### src/rtl/piso_pkg.sv
// Shared types and helpers for the parallel-in/serial-out serializer.
package piso_pkg;

    typedef enum logic {
        IDLE  = 1'b0,
        SHIFT = 1'b1
    } state_t;

    // Ceiling log2, never less than 1 so a counter always has at least one bit.
    function automatic int clog2(input int n);
        int r;
        r = 0;
        for (int i = 0; i < 16; i++) begin
            if ((1 << i) < n) begin
                r = i + 1;
            end
        end
        return (r < 1) ? 1 : r;
    endfunction

endpackage

### src/rtl/piso_shift_reg.sv
// WIDTH-bit load/shift register; exposes the bit currently at the output end.
module piso_shift_reg #(
    parameter int WIDTH     = 8,
    parameter bit MSB_FIRST = 1'b1
) (
    input  logic             clk,
    input  logic             reset,
    input  logic             load,
    input  logic             shift,
    input  logic [WIDTH-1:0] din,
    output logic             sbit
);

    logic [WIDTH-1:0] shreg_reg;
    logic [WIDTH-1:0] shreg_next;
    logic [WIDTH-1:0] shifted;

    // Each bit takes its neighbour away from the output end; the far end fills with 0.
    generate
        for (genvar gi = 0; gi < WIDTH; gi++) begin : g_bit
            if (MSB_FIRST) begin : g_left
                if (gi == 0) begin : g_fill
                    assign shifted[gi] = 1'b0;
                end else begin : g_take
                    assign shifted[gi] = shreg_reg[gi-1];
                end
            end else begin : g_right
                if (gi == WIDTH - 1) begin : g_fill
                    assign shifted[gi] = 1'b0;
                end else begin : g_take
                    assign shifted[gi] = shreg_reg[gi+1];
                end
            end
        end

        if (MSB_FIRST) begin : g_out_msb
            assign sbit = shreg_reg[WIDTH-1];
        end else begin : g_out_lsb
            assign sbit = shreg_reg[0];
        end
    endgenerate

    always_comb begin
        shreg_next = shreg_reg;
        if (load) begin
            shreg_next = din;
        end else if (shift) begin
            shreg_next = shifted;
        end
    end

    always_ff @(posedge clk) begin
        if (reset) begin
            shreg_reg <= '0;
        end else begin
            shreg_reg <= shreg_next;
        end
    end

endmodule

### src/rtl/piso_serializer.sv
// Serializer top: valid/ready word intake, bit counter and IDLE/SHIFT FSM.
module piso_serializer
    import piso_pkg::*;
#(
    parameter int WIDTH      = 8,
    parameter bit MSB_FIRST  = 1'b1,
    parameter bit IDLE_LEVEL = 1'b0
) (
    input  logic             clk,
    input  logic             reset,
    input  logic             load_valid,
    input  logic [WIDTH-1:0] load_data,
    output logic             load_ready,
    output logic             sout,
    output logic             sout_valid,
    output logic             frame_start,
    output logic             done,
    output logic             busy
);

    localparam int            CW   = clog2(WIDTH);
    localparam logic [CW-1:0] LAST = CW'(WIDTH - 1);

    state_t        state_reg;
    logic [CW-1:0] cnt_reg;
    logic          last_bit;
    logic          handshake;
    logic          sbit;

    assign last_bit   = (state_reg == SHIFT) && (cnt_reg == LAST);
    assign load_ready = (state_reg == IDLE) || last_bit;
    assign handshake  = load_valid && load_ready;

    always_ff @(posedge clk) begin
        if (reset) begin
            state_reg <= IDLE;
            cnt_reg   <= '0;
        end else begin
            case (state_reg)
                IDLE: begin
                    if (handshake) begin
                        state_reg <= SHIFT;
                        cnt_reg   <= '0;
                    end
                end
                SHIFT: begin
                    if (last_bit) begin
                        // A word accepted on the last bit follows with no gap.
                        state_reg <= handshake ? SHIFT : IDLE;
                        cnt_reg   <= '0;
                    end else begin
                        cnt_reg <= cnt_reg + CW'(1);
                    end
                end
                default: begin
                    state_reg <= IDLE;
                    cnt_reg   <= '0;
                end
            endcase
        end
    end

    piso_shift_reg #(
        .WIDTH     (WIDTH),
        .MSB_FIRST (MSB_FIRST)
    ) u_shreg (
        .clk   (clk),
        .reset (reset),
        .load  (handshake),
        .shift (state_reg == SHIFT),
        .din   (load_data),
        .sbit  (sbit)
    );

    assign busy        = (state_reg == SHIFT);
    assign sout_valid  = busy;
    assign sout        = busy ? sbit : IDLE_LEVEL;
    assign frame_start = busy && (cnt_reg == '0);
    assign done        = last_bit;

endmodule

### config.mk
export PLATFORM = sky130hd
export DESIGN_NAME = piso_serializer
export DESIGN_NICKNAME = d
export VERILOG_FILES = /design/src/rtl/piso_pkg.sv /design/src/rtl/piso_shift_reg.sv /design/src/rtl/piso_serializer.sv
export SDC_FILE = /design/constraint.sdc
export NUM_CORES = 1
export LEC_CHECK = 0
export BUFFER_PORTS_ARGS = -buffer_cell sky130_fd_sc_hd__buf_2
export CAP_MARGIN = 15
export CORE_AREA = 2 2 40 42
export CTS_BUF_LIST = sky130_fd_sc_hd__clkbuf_8
export DETAILED_ROUTE_END_ITERATION = 8
export DIE_AREA = 0 0 42 44
export GPL_ROUTABILITY_DRIVEN = 0
export PLACE_DENSITY_LB_ADDON = 0.05
export SYNTH_ARGS = -nofsm -noshare
export SYNTH_HDL_FRONTEND = slang
export SYNTH_HIERARCHICAL = 1
export SYNTH_SLANG_ARGS = --single-unit
### constraint.sdc
create_clock -name clk -period 1.65 [get_ports clk]
set_input_delay 0.165 -clock clk [delete_from_list [all_inputs] [get_ports clk]]
set_output_delay 0.165 -clock clk [all_outputs]
set_load 0.05 [all_outputs]
; ---- Word level (Yosys, flattened, before mapping)
; Index checks and enable logic that the tools add are counted.
[totals]
register_bits = 12
out_inout_bits = 6
elab_cells = 22
[op_classes]
add_sub_neg = 1
n_eq_ne = 2
mux = 9
bitwise = 1
reduce_logical = 6
[ops]
columns = operator, count
row1 = two-way mux 8 bit, 2
row2 = two-way mux 3 bit, 2
row3 = one-hot mux 3 bit (2 select lines), 1
row4 = adder 3 x 1 -> 3 bit (second input constant), 1
row5 = equality test 3 bit (second input constant), 1
row6 = logical AND 1 bit, 3
row7 = logical NOT 3 bit, 1
row8 = two-way mux 1 bit, 3
row9 = != test 2 bit (second input constant), 1
row10 = one-hot mux 1 bit (2 select lines), 1
row11 = nonzero test 2 bit, 1
row12 = logical OR 1 bit, 1
row13 = inverter 1 bit, 1

; ---- Logic depth before layout (Yosys ltp)
[logic_depth]
ltp_word = 7
mapped_depth = 6
mapped_depth_nobuf = 6

; ---- Modules after synthesis
; The synthesis kept the hierarchy.
[by_module_without_submodules]
columns = mod, n_inst, cells_per_inst, area_each_um2, seq_area_each_um2
row1 = piso_shift_reg, 1, 35, 369.1, 160.2
row2 = piso_serializer, 1, 25, 231.5, 80.1

; ---- Least setup slack after synthesis
; No wires, ideal clock.
[synth_timing]
path_kind = flip-flop to flip-flop
start = reg state_reg (netlist: busy)
end = reg u_shreg.shreg_reg[0]
setup_ps = 70
arrival_ps = 2154
required_time_ps = 1580
path_slack_ps = -573
stages_incl_launch_ff = 5
synth_period_minus_slack_ps = 2223
path_cell_list = dfxtp_1 -> nand2b_1 -> and2_1 -> or3b_1 -> a21oi_1
[synth_between]
elab_chain_len = 4
elab_cells_between_ends = 6
[synth_lines]
columns = element, line_no
row1 = start: declaration, piso_serializer.sv:24  ; state_t state_reg;
row2 = start signal: assignment, piso_serializer.sv:49  ; state_reg <= handshake ? SHIFT : IDLE;
row3 = logical AND 1 bit / inverter 1 bit (equally long branches), --
row4 = logical OR 1 bit *, piso_serializer.sv:31  ; assign load_ready = (state_reg == IDLE) || last_bit;
row5 = net load_ready, piso_serializer.sv:13  ; output logic load_ready,
row6 = logical AND 1 bit *, piso_serializer.sv:32  ; assign handshake = load_valid && load_ready;
row7 = net handshake, piso_serializer.sv:27  ; logic handshake;
row8 = two-way mux 8 bit / nonzero test 2 bit (equally long branches), --
row9 = end signal: assignment, piso_shift_reg.sv:56  ; shreg_reg <= shreg_next;
row10 = end: declaration, piso_shift_reg.sv:14  ; logic [WIDTH-1:0] shreg_reg;
; Mark *: on every way through the listed nets, which the timed path passes. The rest lies on a longest branch.
; A chain may end at the register's enable or synchronous reset.

; ---- Worst setup path in the final report
[layout_timing]
start = reg cnt_reg[0]
end = reg u_shreg.shreg_reg[0]
[layout_between]
elab_chain_len = 5
elab_cells_between_ends = 6
[layout_lines]
columns = element, line_no
row1 = start: declaration, piso_serializer.sv:25  ; logic [CW-1:0] cnt_reg;
row2 = start signal: assignment, piso_serializer.sv:52  ; cnt_reg <= cnt_reg + CW'(1);
row3 = equality test 3 bit *, piso_serializer.sv:30  ; assign last_bit = (state_reg == SHIFT) && (cnt_reg == LAST);
row4 = logical AND 1 bit *, piso_serializer.sv:30
row5 = logical OR 1 bit *, piso_serializer.sv:31
row6 = logical AND 1 bit *, piso_serializer.sv:32
row7 = net handshake, piso_serializer.sv:27
row8 = two-way mux 8 bit / nonzero test 2 bit (equally long branches), --
; Marked as above.

==> load_flow_metrics.sql <==
INSERT INTO impl_metrics (metric_group, metric, value, unit) VALUES
('yosys', 'synth-seq-area-share', '40.00', '%'),
('power', 'power.density_cell_area', '1016', 'nW/um^2'),
('clock_tree', 'cts.reportedPaths.clkPinSlew', '50', 'ps'),
('sta', 'final.min_clock_period', '1578', 'ps'),
('final_layout', 'largest_register_ff_count', '8', ''),
('yosys', 'ys_types', '20', ''),
('final_layout', 'area.growth.synth_to_final', '24.58', '%'),
('clock_tree', 'cts_root_buf', 'clkbuf_8', ''),
('global_routing', 'grt_antenna_before_repair', '0', ''),
('global_routing', 'grt_ovf', '0', ''),
('yosys', 'mappedNetlistArea', '600.6', 'sq um'),
('yosys', 'yosysTopAreaCellShare', '40.00', '%'),
('sta', 'worst_relative_slew_slack', '81.45', '%'),
('sta', 'clock-skew-final', '6.397', 'ps'),
('clock_tree', 'cts.sink_count', '12', ''),
('sta', 'max_clock_freq', '633.9', 'MHz'),
('worst_hold_path', 'worst_hold_path_type', 'primary input to flop', ''),
('final_layout', 'drive_above_1_share', '34.62', '%'),
('floorplan', 'dieHeight', '44', 'um'),
('detailed_routing', 'route.detailed.drc', '0', ''),
('sta', 'grt_setup_unrepaired', 'false', ''),
('floorplan', 'floorplan.initialDensity', '42.33', '%'),
('yosys', 'avgSynthCellArea', '10.01', 'sq um'),
('global_routing', 'grt_first_pass_wirelength', '1869', 'um'),
('place', 'pre_cts_slack', '79.39', 'ps'),
('global_routing', 'track_usage', '14.74', '%'),
('final_layout', 'layout.cells.most_common_list', 'buf_2, dfxtp_1, mux2i_1, nor2b_1, a211oi_1', ''),
('place', 'io_buffers', '16', ''),
('clock_tree', 'insertion_delay', '240', 'ps'),
('critical_path', 'worstPathRequired', '1820', 'ps'),
('sta', 'setup_violations', '0', ''),
('detailed_routing', 'drtPass1Iterations', '2', ''),
('critical_path', 'worstRegToRegCells', '6', ''),
('floorplan', 'die_w', '42', 'um'),
('sta', 'finalSetupTns', '0', 'ps'),
('critical_path', 'endpoint_kind', 'flop', ''),
('floorplan', 'core.rowCount', '14', ''),
('detailed_routing', 'ant_nets', '0', ''),
('power', 'p_leak', '0.0003260', 'uW'),
('detailed_routing', 'post_drt_wl_per_cell', '11.71', 'um'),
('worst_hold_path', 'hold-path-cell-count', '3', ''),
('clock_tree', 'cts_buffers', '3', ''),
('global_routing', 'grt_pass1_vias', '411', ''),
('clock_tree', 'cts-root-to-sink-buffers', '2', ''),
('detailed_routing', 'total_wire_length', '1101', 'um'),
('floorplan', 'die_area', '1848', 'sq um'),
('sta', 'worst-slew-pin-transition', '278.2', 'ps'),
('power', 'vdd_drop_max', '0.7706', 'mV'),
('critical_path', 'timing.critical_path.cells', 'ha_1 > ha_2 > nand2b_4 > and2_4 > or3b_1 > a21oi_1', ''),
('clock_tree', 'cts_hold_buffers', '0', ''),
('critical_path', 'critical_path_arrival', '1750', 'ps'),
('final_layout', 'mostFrequentLayoutCell', 'buf_2', ''),
('clock_tree', 'tritoncts', 'done', ''),
('final_layout', 'fin_area', '748.2', 'sq um'),
('flow_run', 'timing.max_cap.violations', '0', ''),
('yosys', 'netlist_top_cells_area', 'dfxtp_1, mux2i_1, a211oi_1', ''),
('status', 'run_status', 'finished clean', ''),
('floorplan', 'floorplan.io_pins', '17', ''),
('clock_tree', 'post_cts.resized_instances', '0', ''),
('detailed_routing', 'viasPerCell', '4.819', ''),
('yosys', 'synthesis.yosys.warnings', '6', ''),
('clock_tree', 'ctsHtreeMaxLevel', '1', ''),
('detailed_routing', 'route.vias.total', '453', ''),
('detailed_routing', 'drtIter0Drc', '4', ''),
('floorplan', 'core_area', '1419', 'sq um'),
('clock_tree', 'post_cts_buffers', '0', ''),
('yosys', 'number_of_synthesized_register_bits', '12', ''),
('yosys', 'synth_largest_area_cell', 'dfxtp_1', ''),
('sta', 'timing.final.hold_violations', '0', ''),
('yosys', 'synth_fp_nets', '74', ''),
('critical_path', 'critical-path-max-stage-delay', '370', 'ps');
-- cell type report --
cell class	count	area, sq um
well taps	16	20.02
multi-input cells	41	329.1
inverters	4	15.01
fillers	126	670.6
flip-flops and latches	12	241.5
repair buffers	17	87.58
clock buffers	4	55.05
-- critical path, delay by kind of cell, from the launching register on --
kind | cells | cell delay (ps)
simple gates | 3 | 690
fa+ha+maj | 2 | 370
compound gates | 1 | 140
flops | 1 | 330
-- cells in the mapped netlist, drive strengths merged --
library cell / number
a211oi: 7
ha: 3
or4b: 1
or3b: 2
o31ai: 1
buf: 2
nor2: 1
inv: 4
nor2b: 7
dfxtp: 12
a21oi: 3
mux2i: 7
nand2b: 1
nand2: 2
clkdlybuf4s18: 1
and2: 3
nand3b: 2
o41ai: 1
-- cell families after synthesis --
logic type / Yosys count / share of synthesized area [%]
and+or+nand+nor: 19 / 20.83
AOI/OAI and AO/OA: 12 / 13.96
DFF: 12 / 40.00
buffers and inverters: 7 / 7.291
muxes: 7 / 11.67
adders and majority gates: 3 / 6.251
-- metrics by stage --
stage               cells  total power [uW]
floorplan              60             423.3
detailed placement     90             452.9
CTS                    94             772.5
global placement       90             454.1
finish                 94             759.9
global route           94             807.6
-- power breakdown --
| part | total, uW | internal (uW) | switching (uW) |
|---|---|---|---|
| Clock | 314 | 210 | 103 |
| Sequential | 328 | 311 | 16.8 |
| Combinational | 118 | 48.3 | 69.7 |
| Total | 760 | 570 | 190 |
-- worst paths after layout --
kind | slack (ps) | startpoint | to
min | 180 | load_data[0] | u_shreg/shreg_reg[0]
min reg2reg | 490 | cnt_reg[1] | cnt_reg[1]
max reg2reg | 70 | cnt_reg[0] | u_shreg/shreg_reg[0]
max | 70 | cnt_reg[0] | u_shreg/shreg_reg[0]
-- routing by layer --
| layer | vias to the layer above | track usage (%) | wire length [um] | part of all wire, % |
|---|---|---|---|---|
| met5 | - | 0 | 0 | 0 |
| met4 | 0 | 9.677 | 16 | 1.5 |
| met3 | 2 | 8.750 | 69 | 6.3 |
| met2 | 10 | 18.44 | 446 | 41 |
| met1 | 194 | 18.72 | 569 | 52 |
| li1 | 247 | - | - | - |
Power figures use the tool's default switching activity.
